## config.mk

```make
export PLATFORM = sky130hd
export DESIGN_NAME = seg7_scan_ctrl_flat
export DESIGN_NICKNAME = d
export VERILOG_FILES = /design/src/rtl/seg7_scan_ctrl_pkg.sv /design/src/rtl/seg7_scan_ctrl_if.sv /design/src/rtl/seg7_scan_ctrl_bcd_to_7seg.sv /design/src/rtl/seg7_scan_ctrl.sv /design/src/flat_wrapper.sv
export SDC_FILE = /design/constraint.sdc
export NUM_CORES = 1
export LEC_CHECK = 0
export ABC_AREA = 1
export CORE_MARGIN = 2
export CORE_UTILIZATION = 32
export CTS_BUF_LIST = sky130_fd_sc_hd__clkbuf_4 sky130_fd_sc_hd__clkbuf_8
export DETAILED_ROUTE_END_ITERATION = 6
export PLACE_DENSITY = 0.57
export SYNTH_ARGS = -nofsm -noshare
export SYNTH_HDL_FRONTEND = slang
export SYNTH_HIERARCHICAL = 1
export SYNTH_SLANG_ARGS = --single-unit
```

## constraint.sdc

```tcl
create_clock -name clk -period 4.1 [get_ports clk]
set_input_delay 1.23 -clock clk [delete_from_list [all_inputs] [get_ports clk]]
set_output_delay 1.23 -clock clk [all_outputs]
set_load 0.1 [all_outputs]
```

## src/rtl/seg7_scan_ctrl_pkg.sv

```systemverilog
// Shared constants and types for the 7-segment scan controller.
package seg7_scan_ctrl_pkg;

    localparam int unsigned BCD_W = 4;
    localparam int unsigned SEG_W = 7;

    typedef logic [BCD_W-1:0] bcd_t;
    typedef logic [SEG_W-1:0] seg_t;

    localparam bcd_t BCD_MAX = 4'd9;
    localparam seg_t SEG_OFF = 7'b0;

    typedef enum logic {
        BLANK = 1'b0,
        ON    = 1'b1
    } state_e;

    function automatic logic bcd_valid(input bcd_t v);
        return v <= BCD_MAX;
    endfunction

endpackage

```

## src/rtl/seg7_scan_ctrl_if.sv

```systemverilog
// Producer-side digit bus and display pin bundle for the scan controller.
interface seg7_scan_ctrl_if #(
    parameter int unsigned NUM_DIGITS = 4
);
    import seg7_scan_ctrl_pkg::*;

    logic [BCD_W*NUM_DIGITS-1:0] digits_in;
    logic                        load;
    logic                        lzb;
    logic [NUM_DIGITS-1:0]       an_n;
    seg_t                        seg_out;
    logic                        frame_done;

    modport master (
        output digits_in, load, lzb,
        input  an_n, seg_out, frame_done
    );

    modport slave (
        input  digits_in, load, lzb,
        output an_n, seg_out, frame_done
    );

endinterface

```

## src/rtl/seg7_scan_ctrl_bcd_to_7seg.sv

```systemverilog
// BCD to 7-segment decoder, active-high segments {g,f,e,d,c,b,a}; invalid codes go dark.
module seg7_scan_ctrl_bcd_to_7seg
    import seg7_scan_ctrl_pkg::*;
(
    input  bcd_t bcd_i,
    output seg_t seg_c_o
);

    always_comb begin
        seg_c_o = SEG_OFF;
        if (bcd_valid(bcd_i)) begin
            case (bcd_i)
                4'd0:    seg_c_o = 7'h3F;
                4'd1:    seg_c_o = 7'h06;
                4'd2:    seg_c_o = 7'h5B;
                4'd3:    seg_c_o = 7'h4F;
                4'd4:    seg_c_o = 7'h66;
                4'd5:    seg_c_o = 7'h6D;
                4'd6:    seg_c_o = 7'h7D;
                4'd7:    seg_c_o = 7'h07;
                4'd8:    seg_c_o = 7'h7F;
                4'd9:    seg_c_o = 7'h6F;
                default: seg_c_o = SEG_OFF;
            endcase
        end
    end

endmodule

```

## src/rtl/seg7_scan_ctrl.sv

```systemverilog
// Time-multiplexed scan controller for a common-anode multi-digit 7-segment display,
// with frame-aligned double buffering and leading-zero blanking.
module seg7_scan_ctrl
    import seg7_scan_ctrl_pkg::*;
#(
    parameter int unsigned NUM_DIGITS = 4,
    parameter int unsigned SLOT_CYC   = 50000,
    parameter int unsigned BLANK_CYC  = 500
) (
    input  logic            clk,
    input  logic            rst_n,
    seg7_scan_ctrl_if.slave bus
);

    localparam int unsigned CNT_W = (SLOT_CYC > 1) ? $clog2(SLOT_CYC) : 1;
    localparam int unsigned IDX_W = (NUM_DIGITS > 1) ? $clog2(NUM_DIGITS) : 1;

    localparam logic [CNT_W-1:0] CNT_BLANK_END = CNT_W'(BLANK_CYC - 1);
    localparam logic [CNT_W-1:0] CNT_SLOT_END  = CNT_W'(SLOT_CYC - 1);
    localparam logic [IDX_W-1:0] IDX_LAST      = IDX_W'(NUM_DIGITS - 1);

    typedef logic [NUM_DIGITS-1:0][BCD_W-1:0] buf_t;

    state_e                state_q, state_d;
    logic [CNT_W-1:0]      cnt_q, cnt_d;
    logic [IDX_W-1:0]      idx_q, idx_d;
    buf_t                  pend_q, pend_d;
    buf_t                  act_q, act_d;
    logic                  pend_vld_q, pend_vld_d;
    logic [NUM_DIGITS-1:0] blank_q, blank_d;
    logic [NUM_DIGITS-1:0] an_n_q, an_n_d;
    seg_t                  seg_q, seg_d;
    logic                  frame_done_q, frame_done_d;

    buf_t                  digits_c;
    buf_t                  commit_src_c;
    logic                  frame_end_c;
    logic                  commit_c;
    logic [NUM_DIGITS-1:0] lz_mask_c;
    bcd_t                  cur_bcd_c;
    seg_t                  dec_seg_c;

    assign digits_c  = buf_t'(bus.digits_in);
    assign cur_bcd_c = act_q[idx_q];

    seg7_scan_ctrl_bcd_to_7seg bcd_to_7seg (
        .bcd_i   (cur_bcd_c),
        .seg_c_o (dec_seg_c)
    );

    // Commit on the last cycle of the frame; a same-cycle load bypasses the pending buffer.
    always_comb begin
        frame_end_c  = (idx_q == IDX_LAST) && (cnt_q == CNT_SLOT_END);
        commit_c     = frame_end_c && (bus.load || pend_vld_q);
        commit_src_c = bus.load ? digits_c : pend_q;
    end

    // Leading zeros from the top digit down; digit 0 always stays lit.
    always_comb begin
        logic lead;
        lead      = bus.lzb;
        lz_mask_c = '0;
        for (int k = int'(NUM_DIGITS) - 1; k >= 1; k--) begin
            lead         = lead && (commit_src_c[k] == '0);
            lz_mask_c[k] = lead;
        end
    end

    always_comb begin
        pend_d     = pend_q;
        pend_vld_d = pend_vld_q;
        act_d      = act_q;
        blank_d    = blank_q;
        if (bus.load) begin
            pend_d     = digits_c;
            pend_vld_d = 1'b1;
        end
        if (commit_c) begin
            act_d      = commit_src_c;
            blank_d    = lz_mask_c;
            pend_vld_d = 1'b0;
        end
    end

    // Slot sequencer and registered pin drive.
    always_comb begin
        state_d = state_q;
        cnt_d   = cnt_q + 1'b1;
        idx_d   = idx_q;
        an_n_d  = '1;
        seg_d   = dec_seg_c;
        case (state_q)
            BLANK: begin
                if (cnt_q == CNT_BLANK_END) begin
                    state_d = ON;
                end
            end
            ON: begin
                if (!blank_q[idx_q]) begin
                    an_n_d[idx_q] = 1'b0;
                end
                if (cnt_q == CNT_SLOT_END) begin
                    state_d = BLANK;
                    cnt_d   = '0;
                    idx_d   = (idx_q == IDX_LAST) ? '0 : idx_q + 1'b1;
                end
            end
            default: state_d = BLANK;
        endcase
        frame_done_d = (idx_d == IDX_LAST) && (cnt_d == CNT_SLOT_END);
    end

    always_ff @(posedge clk) begin
        if (!rst_n) begin
            state_q      <= BLANK;
            cnt_q        <= '0;
            idx_q        <= '0;
            pend_q       <= '0;
            pend_vld_q   <= 1'b0;
            act_q        <= '0;
            blank_q      <= '0;
            an_n_q       <= '1;
            seg_q        <= SEG_OFF;
            frame_done_q <= 1'b0;
        end else begin
            state_q      <= state_d;
            cnt_q        <= cnt_d;
            idx_q        <= idx_d;
            pend_q       <= pend_d;
            pend_vld_q   <= pend_vld_d;
            act_q        <= act_d;
            blank_q      <= blank_d;
            an_n_q       <= an_n_d;
            seg_q        <= seg_d;
            frame_done_q <= frame_done_d;
        end
    end

    assign bus.an_n       = an_n_q;
    assign bus.seg_out    = seg_q;
    assign bus.frame_done = frame_done_q;

endmodule

```

## src/flat_wrapper.sv

```systemverilog
// flat-port wrapper written by rule: the top's interface ports become plain ports
module seg7_scan_ctrl_flat import seg7_scan_ctrl_pkg::*;
#(
    parameter int unsigned NUM_DIGITS = 4,
    parameter int unsigned SLOT_CYC   = 50000,
    parameter int unsigned BLANK_CYC  = 500
)
  (clk, rst_n, bus_digits_in, bus_load, bus_lzb, bus_an_n, bus_seg_out, bus_frame_done);
  seg7_scan_ctrl_if #(.NUM_DIGITS(NUM_DIGITS)) bus_i ();
  input  logic clk;
  input  logic rst_n;
  input wire logic [$bits(bus_i.digits_in)-1:0] bus_digits_in;
  input wire logic [$bits(bus_i.load)-1:0] bus_load;
  input wire logic [$bits(bus_i.lzb)-1:0] bus_lzb;
  output wire logic [$bits(bus_i.an_n)-1:0] bus_an_n;
  output wire logic [$bits(bus_i.seg_out)-1:0] bus_seg_out;
  output wire logic [$bits(bus_i.frame_done)-1:0] bus_frame_done;
  assign bus_i.digits_in = bus_digits_in;
  assign bus_i.load = bus_load;
  assign bus_i.lzb = bus_lzb;
  assign bus_an_n = bus_i.an_n;
  assign bus_seg_out = bus_i.seg_out;
  assign bus_frame_done = bus_i.frame_done;
  seg7_scan_ctrl #(.NUM_DIGITS(NUM_DIGITS), .SLOT_CYC(SLOT_CYC), .BLANK_CYC(BLANK_CYC)) u_core (.clk(clk), .rst_n(rst_n), .bus(bus_i));
endmodule
```

==> impl_results.md, run 1 <==
* Initial antenna violation count at 0
* Highest cell delay on the worst timing path at 1.13 ns
* Netlist cell types at 35
* Endpoints failing setup at 0
* Routed wire length per instance at 11.43 um
* Worst EP required at between 2 and 3 ns
* Period utilization at 73.75%
* Port Buffers at 31
* Max-cap viol count at 0
* Post-Synth Simple-Gate Area at ~33%
* Worst path top cell family by delay: buffers and inverters
* FP Rows at 36
* Buf/Inv on CP at 1
* Area Growth Syn to Fin at 19.50%
* Post-layout net count at 510
* CTS Sinks at 67
* Largest family of logic cells by synthesized area: simple AND/OR/NAND/NOR gates
* Post-synthesis compound-gate area fraction at 8.533%
* CTS Buf Count at 9
* Cts-stage hold buffer count at 0
* Hpwl dp at approximately 5.2 mm
* # IOs at 32
* Critical Path AT at between 1.5 and 2 ns
* Crit. End Element: output port
* GRT Total Usage at 14.02%
* Worst skew pair latency at about 0.34 ns
* First-pass GRT wire length at 12.39 mm
* Routed WL at 7.052 mm
* Slowest-stage cell, CP: clkdlybuf4s50_1
* Most frequent cells in the layout: 122 x nand2_1, 67 x dfxtp_1, 60 x nor2_1
* Vias in the first global route at 2740
* Maximum clock insertion buffer count at 2
* Setup CP Type: reg2out
* DRT Pass-1 Iters at 4
* Final ANT Viol Nets at 0
* Yosys warns at 6
* Core ar. at 0.009729 sq mm
* Power per cell area at around 350 mW/mm^2
* Htree depth at 3
* Min Clock Period, post-route at 3.024 ns
* CTS tree: yes
* CTS resizes at 0
* GRT overflow at 0
* Post-synthesis adder-cell area fraction at 3.932%
* Met2 track demand over resource at 23.89%
* Routed vias at about 2700
* Multiplexer share of the synthesized area at between 2 and 3%
* Post-Syn Area at 0.003182 sq mm
* Post-synthesis cell count at 449
* Busiest grt layer: met2
* Status: completed
* Chip Height at 103.7 um
* Post-DP Area at 0.003601 sq mm
* Syn Nets at 479
* Mean Syn Cell Area at 7.086 sq um
* Max-slew violations at 0
* DR vias/cell at 4.433
* Setup Fix Bufs, Post-CTS at 0
* Worst slew margin at 34.31%
* Commonest non-fill, non-tap cell in the layout: nand2_1
* Pleak at 1.624 nW
* Max FO, Critical Path at 1
* Clock slew at reported path FFs at 0.07 ns
* Unrepaired setup endpoints after global routing: no
* Worst-Margin Slew at 0.9822 ns
* Root buffer cell: clkbuf_8
* Die span in x at 103.7 um
* Largest net degree at the start of global routing at 47
* Initial drt markers at 105
* Seq/Total Area, Yosys at 42.15%
* Ratio of cells with drive above 1 in the final layout at 7.025%
* Met3 global-route usage at under 10%
* Cell area after layout at 0.003802 sq mm
* FF+latch count, synth at 67
* Die ar. at 0.01076 sq mm
* Setup TNS at 0 ns
* Starting Density at 32.70%
* Synth Area in XOR/XNOR at 1.376%
* Startpoint types: flop
* Met1 Usage GRT at 17.61%
* Hold Path Class: reg2reg
* Max Clock Skew at 0.009482 ns
* Worst vdd ir at between 150 and 200 uV
* Final hold viol count at 0
* GP Congestion at 0.8435
* CP Cell Sequence: clkdlybuf4s50_1
* Achievable frequency at approximately 330 MHz
* DRC at 0
* Number of diodes at 0
-- worst paths after layout --
kind | startpoint | cells after the start | to | slack (ns)
setup / recovery | u_core/bus.an_n[0]$_SDFF_PP1_ | 1 | bus_an_n[0] | 1.08
hold / removal | u_core/act_q[9]$_SDFFE_PN0P_ | 2 | u_core/act_q[9]$_SDFFE_PN0P_ | 0.47
setup reg to reg | u_core/idx_q[0]$_SDFF_PN0_ | 13 | u_core/bus.seg_out[0]$_SDFF_PN0_ | 1.87
hold reg to reg | u_core/act_q[9]$_SDFFE_PN0P_ | 2 | u_core/act_q[9]$_SDFFE_PN0P_ | 0.47
-- cell families after synthesis --
family / after synthesis
AND/OR/NAND/NOR: 240
buffers and inverters: 69
flip-flops: 67
AO/OA/AOI/OAI: 50
adder cells (fa/ha/maj): 10
multiplexers: 8
XOR/XNOR: 5
-- flip-flops by register name, summed over array words and instances, names as in the netlist --
| register | cells |
|---|---|
| u_core/blank_q | 3 |
| u_core/bus.an_n | 4 |
| u_core/pend_vld_q | 1 |
| u_core/state_q | 1 |
| u_core/bus.seg_out | 7 |
| u_core/cnt_q | 16 |
| u_core/idx_q | 2 |
| u_core/pend_q | 16 |
| u_core/bus.frame_done | 1 |
| u_core/act_q | 16 |
-- metal layers --
layer / share of wire [%] / vias up
met4: 0.57 / 0
met5: 0 / -
met3: 3.2 / 4
met2: 47 / 33
li1: - / 1460
met1: 49 / 1238
-- where the power goes --
| group | switching, mW | leakage, nW | internal [mW] | total [mW] |
|---|---|---|---|---|
| Sequential | 0.00593 | 0.546 | 0.666 | 0.672 |
| Clock | 0.244 | 0.0974 | 0.310 | 0.554 |
| Combinational | 0.0642 | 0.981 | 0.0377 | 0.102 |
-- cell usage after synthesis --
cell	n	area, sq um
clkinv_1	1	3.750
buf_2	1	5.000
o21ai_1	2	10.01
o21a_1	1	7.510
nand4_4	1	21.27
o21ai_0	10	50.05
nand2_1	122	457.9
a311oi_1	1	8.760
dfxtp_1	67	1341
buf_1	2	7.510
ha_1	10	125.1
nand3_1	23	115.1
a21boi_1	1	7.510
or2_2	3	18.77
inv_2	4	15.01
nor3_1	5	25.02
nor2_4	1	11.26
nor2_2	4	25.02
nand4_2	1	12.51
a21oi_1	29	145.1
buf_6	2	22.52
nand4_1	6	37.54
inv_1	52	195.2
xor2_1	4	35.03
or2_0	11	68.82
mux2i_1	8	80.08
o41ai_1	1	8.760
clkbuf_1	6	22.52
nor2_1	60	225.2
buf_4	1	7.510
xnor2_1	1	8.760
o21ai_2	1	8.760
o22ai_1	4	25.02
nand2_2	2	12.51
nand3_2	1	10.01
-- through the flow --
stage	hold WS (ns)	total power, mW	util (%)	instances	worst slack (ns)
6_report	0.4697	1.328	39.08	617	1.076
5_1_grt	0.4939	1.394	39.08	617	1.029
4_1_cts	0.4708	1.353	39.08	617	1.062
3_5_place_dp	0.4607	0.7911	37.01	602	0.9097
3_3_place_gp	0.4554	0.7896	37.01	602	0.9576
2_1_floorplan	0.4422	0.7535	-	449	1.828
-- layout make-up --
class | instances | area (sq um)
clock inverters | 4 | 50.05
clock buffers | 11 | 151.4
fillers | 1058 | 5927
multi-input cells | 313 | 1562
inverters | 57 | 214.0
well taps | 133 | 166.4
repair buffers | 32 | 317.8
flip-flops and latches | 67 | 1341
-- worst min-delay path, stage by stage, from the launching register on --
cell	delay, ns
dfxtp_1	0.31
nand2_1	0.06
a21oi_1	0.06
(Power assumes the default switching activity.)
==> inputs of run 2 (changes only) <==
- clock period: 4.1 -> 2.9 ns (I/O delays scaled with it)
==> run 2 against run 1 <==
Core utilization decreased by 0.077 points; clock-buffer cell count increased by 2; sequential power increased by 41%; highest routed layer unchanged.
==> impl_results.md, run 2 (synthesized netlist as in run 1, its figures left out) <==
* Setup TNS at 0 ns
* DRC at 0
* Footprint of the multi-input gates at roughly 0.0016 sq mm
* Pleak at 1.655 nW
* Maximum clock insertion buffer count at 2
* R2R Path Start: u_core/idx_q[0]$_SDFF_PN0_
* Final core occ at about two fifths
* Htree depth at 3
* Met3 global-route usage at 4.154%
* Gate power share at roughly 7.7%
* Vias in the first global route at 2641
* FILL cells at 1042
* Endpoints failing setup at 0
* Core ar. at 0.009729 sq mm
* Switching power total at 0.4337 mW
* FP Rows at 36
* Worst-Margin Slew at about 0.55 ns
* Setup Fix Bufs, Post-CTS at 0
* Routed wire length per instance at 11.39 um
* Root buffer cell: clkbuf_8
* Busiest grt layer: met2
* Min Clock Period, post-route at 2.406 ns
* Sequential share of power at roughly 50%
* Worst skew pair latency at 0.34 ns
* Power per cell area at 497.2 mW/mm^2
* Clock slew at reported path FFs at approximately 0.07 ns
* Max FO, Critical Path at 11
* Sequential cell area at 0.001341 sq mm
* GRT Total Usage at 14.05%
* Ratio of cells with drive above 1 in the final layout at 10.06%
* GRT overflow at 0
* Final Power at 1.887 mW
* DRT Pass-1 Iters at 4
* Status: completed
* Final hold viol count at 0
* Number of diodes at 0
* Hold Path Class: reg2reg
* Chip Height at 103.7 um
* Setup CP Type: in2reg
* Max-cap viol count at 0
* First-pass GRT wire length at 12.10 mm
* Met2 track demand over resource at between 20% and 30%
* Commonest non-fill, non-tap cell in the layout: nand2_1
* Largest net degree at the start of global routing at 44
* Internal Pwr Total at 1.453 mW
* Net Sw Frac at a little under a quarter
* Startpoint types: input pin
* Max Clock Skew at 0.01117 ns
* Total placed cells including tap cells at 605
* CTS Sinks at 67
* Port Buffers at 31
* DR vias/cell at 4.458
* Period utilization at 82.98%
* Routed vias at 2764
* Area Growth Syn to Fin at 19.27%
* Die ar. at 0.01076 sq mm
* Initial drt markers at 122
* Achievable frequency at 415.6 MHz
* Met1 Usage GRT at 16.89%
* Final std cells w/o fill at between 600 and 700
* Cts-stage hold buffer count at 0
* Largest regs: u_core/act_q: 16 flops, u_core/cnt_q: 16 flops, u_core/pend_q: 16 flops
* Crit. End Element: flop
* CTS tree: yes
* Final ANT Viol Nets at 0
* Worst EP required at 3.17 ns
* Clock power frac at between 40% and 50%
* Hold path startpoint: u_core/act_q[8]$_SDFFE_PN0P_
* Initial antenna violation count at 0
* CTS resizes at 0
* GP Congestion at around 0.84
* Critical Path AT at 2.68 ns
* Hold slack at 0.4650 ns
* CTS Buf Count at 9
* Most frequent cells in the layout: 122 x nand2_1, 67 x dfxtp_1, 60 x nor2_1
* Worst slew margin at about 63%
* Die span in x at about 100 um
* Critical path launch point: bus_load
* Hpwl dp at about 5.3 mm
* Routed WL at approximately 7 mm
* Worst vdd ir at 235.3 uV
* Max-slew violations at 0
* # IOs at 32
* Post-layout net count at between 500 and 600
* Starting Density at 32.70%
* Unrepaired setup endpoints after global routing: no
## run 2: cell count changes in the layout (fill, tap and decap cells not counted)
cell,before,now
clkinvlp_4,2,0
clkbuf_4,0,2
clkdlybuf4s50_1,31,19
buf_4,1,16
## run 2: worst paths after layout
check                                                         to  slack, ns  depth (start not counted)
worst max-delay path              u_core/blank_q[1]$_SDFFE_PN0P_       0.49                          7
worst min-delay path                u_core/act_q[8]$_SDFFE_PN0P_       0.46                          2
worst max register to register  u_core/bus.seg_out[5]$_SDFF_PN0_       0.67                         13
worst min register to register      u_core/act_q[8]$_SDFFE_PN0P_       0.46                          2
## run 2: power by group through the flow
stage               combinational (mW)  sequential, mW  clock [mW]
floorplan                       0.0632            1.00           0
global placement                 0.145           0.970           0
detailed placement               0.146           0.971           0
CTS                              0.147           0.950       0.816
global route                     0.159           0.952       0.864
finish                           0.145           0.950       0.792
## run 2: cell type report
class | instances | share of cell area, %
Inverter | 57 | 5.638
Clock inverter | 2 | 0.9232
Tap cell | 133 | 4.385
Clock buffer | 13 | 4.385
Sequential cell | 67 | 35.34
Multi-Input combinational cell | 313 | 41.15
Timing Repair Buffer | 35 | 8.177
## run 2: worst max-delay path, cell delays in order
cell and delay [ns]:
clkdlybuf4s50_1 0.73, buf_4 0.27, mux2i_1 0.31, nand3_1 0.11, nor2_1 0.17, nand3_1 0.10, a21oi_1 0.12
## run 2: per-stage QoR
step	area, sq um	setup slack, ns
after floorplan	3182	0.9880
after global placement	3593	0.2252
after global routing	3795	0.3492
after detailed placement	3593	0.1280
after CTS	3795	0.4938
final	3795	0.4936
## run 2: layer usage
metal	vias to the layer above	wire [um]
met5	-	0
met4	0	73
met3	6	269
met2	38	3307
met1	1240	3409
li1	1480	-
==> inputs of run 3 (changes only) <==
- clock period: 2.9 -> 2.25 ns (I/O delays scaled with it)
==> run 3 against run 2 <==
Die area did not move; first-iteration DRC count rose by 34%; power rose by 32%; via count rose by 1.2%; global-route usage rose by 0.44 points; clock power rose by 35%; critical endpoint unchanged; largest power group unchanged.
==> impl_results.md, run 3 (synthesized netlist as in run 1, its figures left out) <==
* Die span in x at 103.7 um
* Chip Height at 103.7 um
* Initial drt markers at ~160
* WHS Endpoint: u_core/pend_q[9]$_SDFF_PN0_
* Switching power total at approximately 0.56 mW
* Initial antenna violation count at 0
* Cts-stage hold buffer count at 0
* DR vias/cell at 4.396
* Setup CP Type: in2reg
* Hold depth at 2
* CTS Buf Count at 9
* Clock slew at reported path FFs at roughly 0.07 ns
* Internal Pwr Total at 1.940 mW
* Port Buffers at 31
* Clock power frac at around 43%
* DRT Pass-1 Iters at 4
* Largest regs: u_core/act_q: 16 flops, u_core/cnt_q: 16 flops, u_core/pend_q: 16 flops
* Power per cell area at 633.8 mW/mm^2
* Area Growth Syn to Fin at 23.91%
* Max-cap viol count at 0
* Gate power share at 8.3%
* Setup Fix Bufs, Post-CTS at 0
* Vias in the first global route at 2862
* Routed WL at 7.029 mm
* Footprint of the multi-input gates at 0.001568 sq mm
* R2R Path Start: u_core/idx_q[0]$_SDFF_PN0_
* Crit. End Element: flop
* Worst slew margin at 62.13%
* Commonest non-fill, non-tap cell in the layout: nand2_1
* Buf/Inv on CP at 2
* Final hold viol count at 0
* Max Clock Skew at 0.01279 ns
* CTS Sinks at 67
* Hpwl dp at around 5.4 mm
* GP Congestion at 0.8126
* Period utilization at 87.64%
* Worst vdd ir at 320.1 uV
* Worst-Margin Slew at 0.5680 ns
* Most frequent cells in the layout: 122 x nand2_1, 67 x dfxtp_1, 60 x nor2_1
* Htree depth at 3
* Max-slew violations at 0
* CTS resizes at 0
* GRT Total Usage at 14.49%
* FP Rows at 36
* Hold Path Class: reg2reg
* Starting Density at 32.70%
* Unrepaired setup endpoints after global routing: no
* First-pass GRT wire length at about 13 mm
* Post-DP Area at 0.003719 sq mm
* GRT overflow at 0
* DRC at 0
* Most frequent CP cell: nand3_1
* Pleak at 1.740 nW
* # IOs at 32
* Endpoints failing setup at 0
* FF-to-FF path depth at 13
* Critical Path AT at 2.25 ns
* Ratio of cells with drive above 1 in the final layout at 13.12%
* Worst path top cell family by delay: buffers and inverters
* CTS tree: yes
* Net Sw Frac at 22.36%
* Maximum clock insertion buffer count at 2
* Final ANT Viol Nets at 0
* Post-layout net count at around 530
* Die ar. at 0.01076 sq mm
* Highest cell delay on the worst timing path at 0.60 ns
* Critical path launch point: bus_load
* Hold path startpoint: u_core/pend_q[9]$_SDFF_PN0_
* Worst r2r dst: u_core/bus.seg_out[0]$_SDFF_PN0_
* Sequential cell area at 0.001341 sq mm
* Max FO, Critical Path at 9
* Status: completed
* CP Cell Sequence: clkdlybuf4s50_1 -> buf_4 -> mux2i_1 -> nand3_1 -> nor2_1 -> nand3_1 -> a21oi_1
* Startpoint types: input pin
* Core ar. at 0.009729 sq mm
* Cell area after layout at 0.003943 sq mm
* Achievable frequency at roughly 510 MHz
* FF-to-FF setup slack at 0.32 ns
* Min Clock Period, post-route at 1.972 ns
* Worst skew pair latency at 0.35 ns
* Sequential share of power at 49.0%
* FILL cells at between 1000 and 1500
* Routed wire length per instance at 11.05 um
* Routed vias at 2796
* Root buffer cell: clkbuf_8
* Slowest-stage cell, CP: clkdlybuf4s50_1
* Worst EP required at 2.52 ns
* Setup TNS at 0 ns
* Number of diodes at 0
* Largest net degree at the start of global routing at 43
==> run 3: layout make-up <==
| type | instances | share of cell area (%) |
|---|---|---|
| Sequential cell | 67 | 34.02 |
| Clock buffer | 15 | 4.760 |
| Multi-Input combinational cell | 313 | 39.77 |
| Tap cell | 133 | 4.221 |
| Inverter | 57 | 5.427 |
| Timing Repair Buffer | 50 | 11.04 |
| Clock inverter | 1 | 0.7617 |
==> run 3: per-layer routing <==
metal | up-vias | routed length (um) | GRT usage (%)
met5 | - | 0 | 0
met4 | 0 | 99 | 5.888
met3 | 8 | 256 | 4.154
met2 | 35 | 3349 | 24.65
met1 | 1249 | 3324 | 17.17
li1 | 1504 | - | -
==> run 3: power by group through the flow <==
stage	combinational [mW]	sequential (mW)	clock, mW
after floorplan	0.0814	1.29	0
after global placement	0.207	1.25	0
after detailed placement	0.208	1.25	0
after CTS	0.209	1.23	1.11
after global routing	0.227	1.23	1.16
final	0.207	1.23	1.07
==> run 3: worst min-delay path, stage by stage, from the launching register on <==
cell and delay [ns]:
dfxtp_1 0.30, nand2_1 0.07, a21oi_1 0.06
==> run 3: how the worst max path moves through the flow <==
stage / depth (start not counted) / endpoint / slack, ns
6_report: 7 / u_core/blank_q[1]$_SDFFE_PN0P_ / 0.28
5_1_grt: 13 / u_core/bus.seg_out[3]$_SDFF_PN0_ / 0.08
4_1_cts: 13 / u_core/bus.seg_out[0]$_SDFF_PN0_ / 0.23
3_5_place_dp: 7 / u_core/blank_q[1]$_SDFFE_PN0P_ / -0.08
3_3_place_gp: 7 / u_core/blank_q[1]$_SDFFE_PN0P_ / 0.002
2_1_floorplan: 14 / u_core/bus.seg_out[0]$_SDFF_PN0_ / 0.36
==> run 3: through the flow <==
stage / hold slack (ns) / cells / setup WS (ns) / utilization (%) / total power [mW]
floorplan: 0.4422 / 449 / 0.3604 / - / 1.373
global placement: 0.4535 / 620 / 0.001714 / 38.22 / 1.459
detailed placement: 0.4559 / 620 / -0.08090 / 38.22 / 1.461
CTS: 0.4671 / 636 / 0.2264 / 40.46 / 2.545
global route: 0.4957 / 636 / 0.08198 / 40.52 / 2.613
finish: 0.4668 / 636 / 0.2781 / 40.52 / 2.499
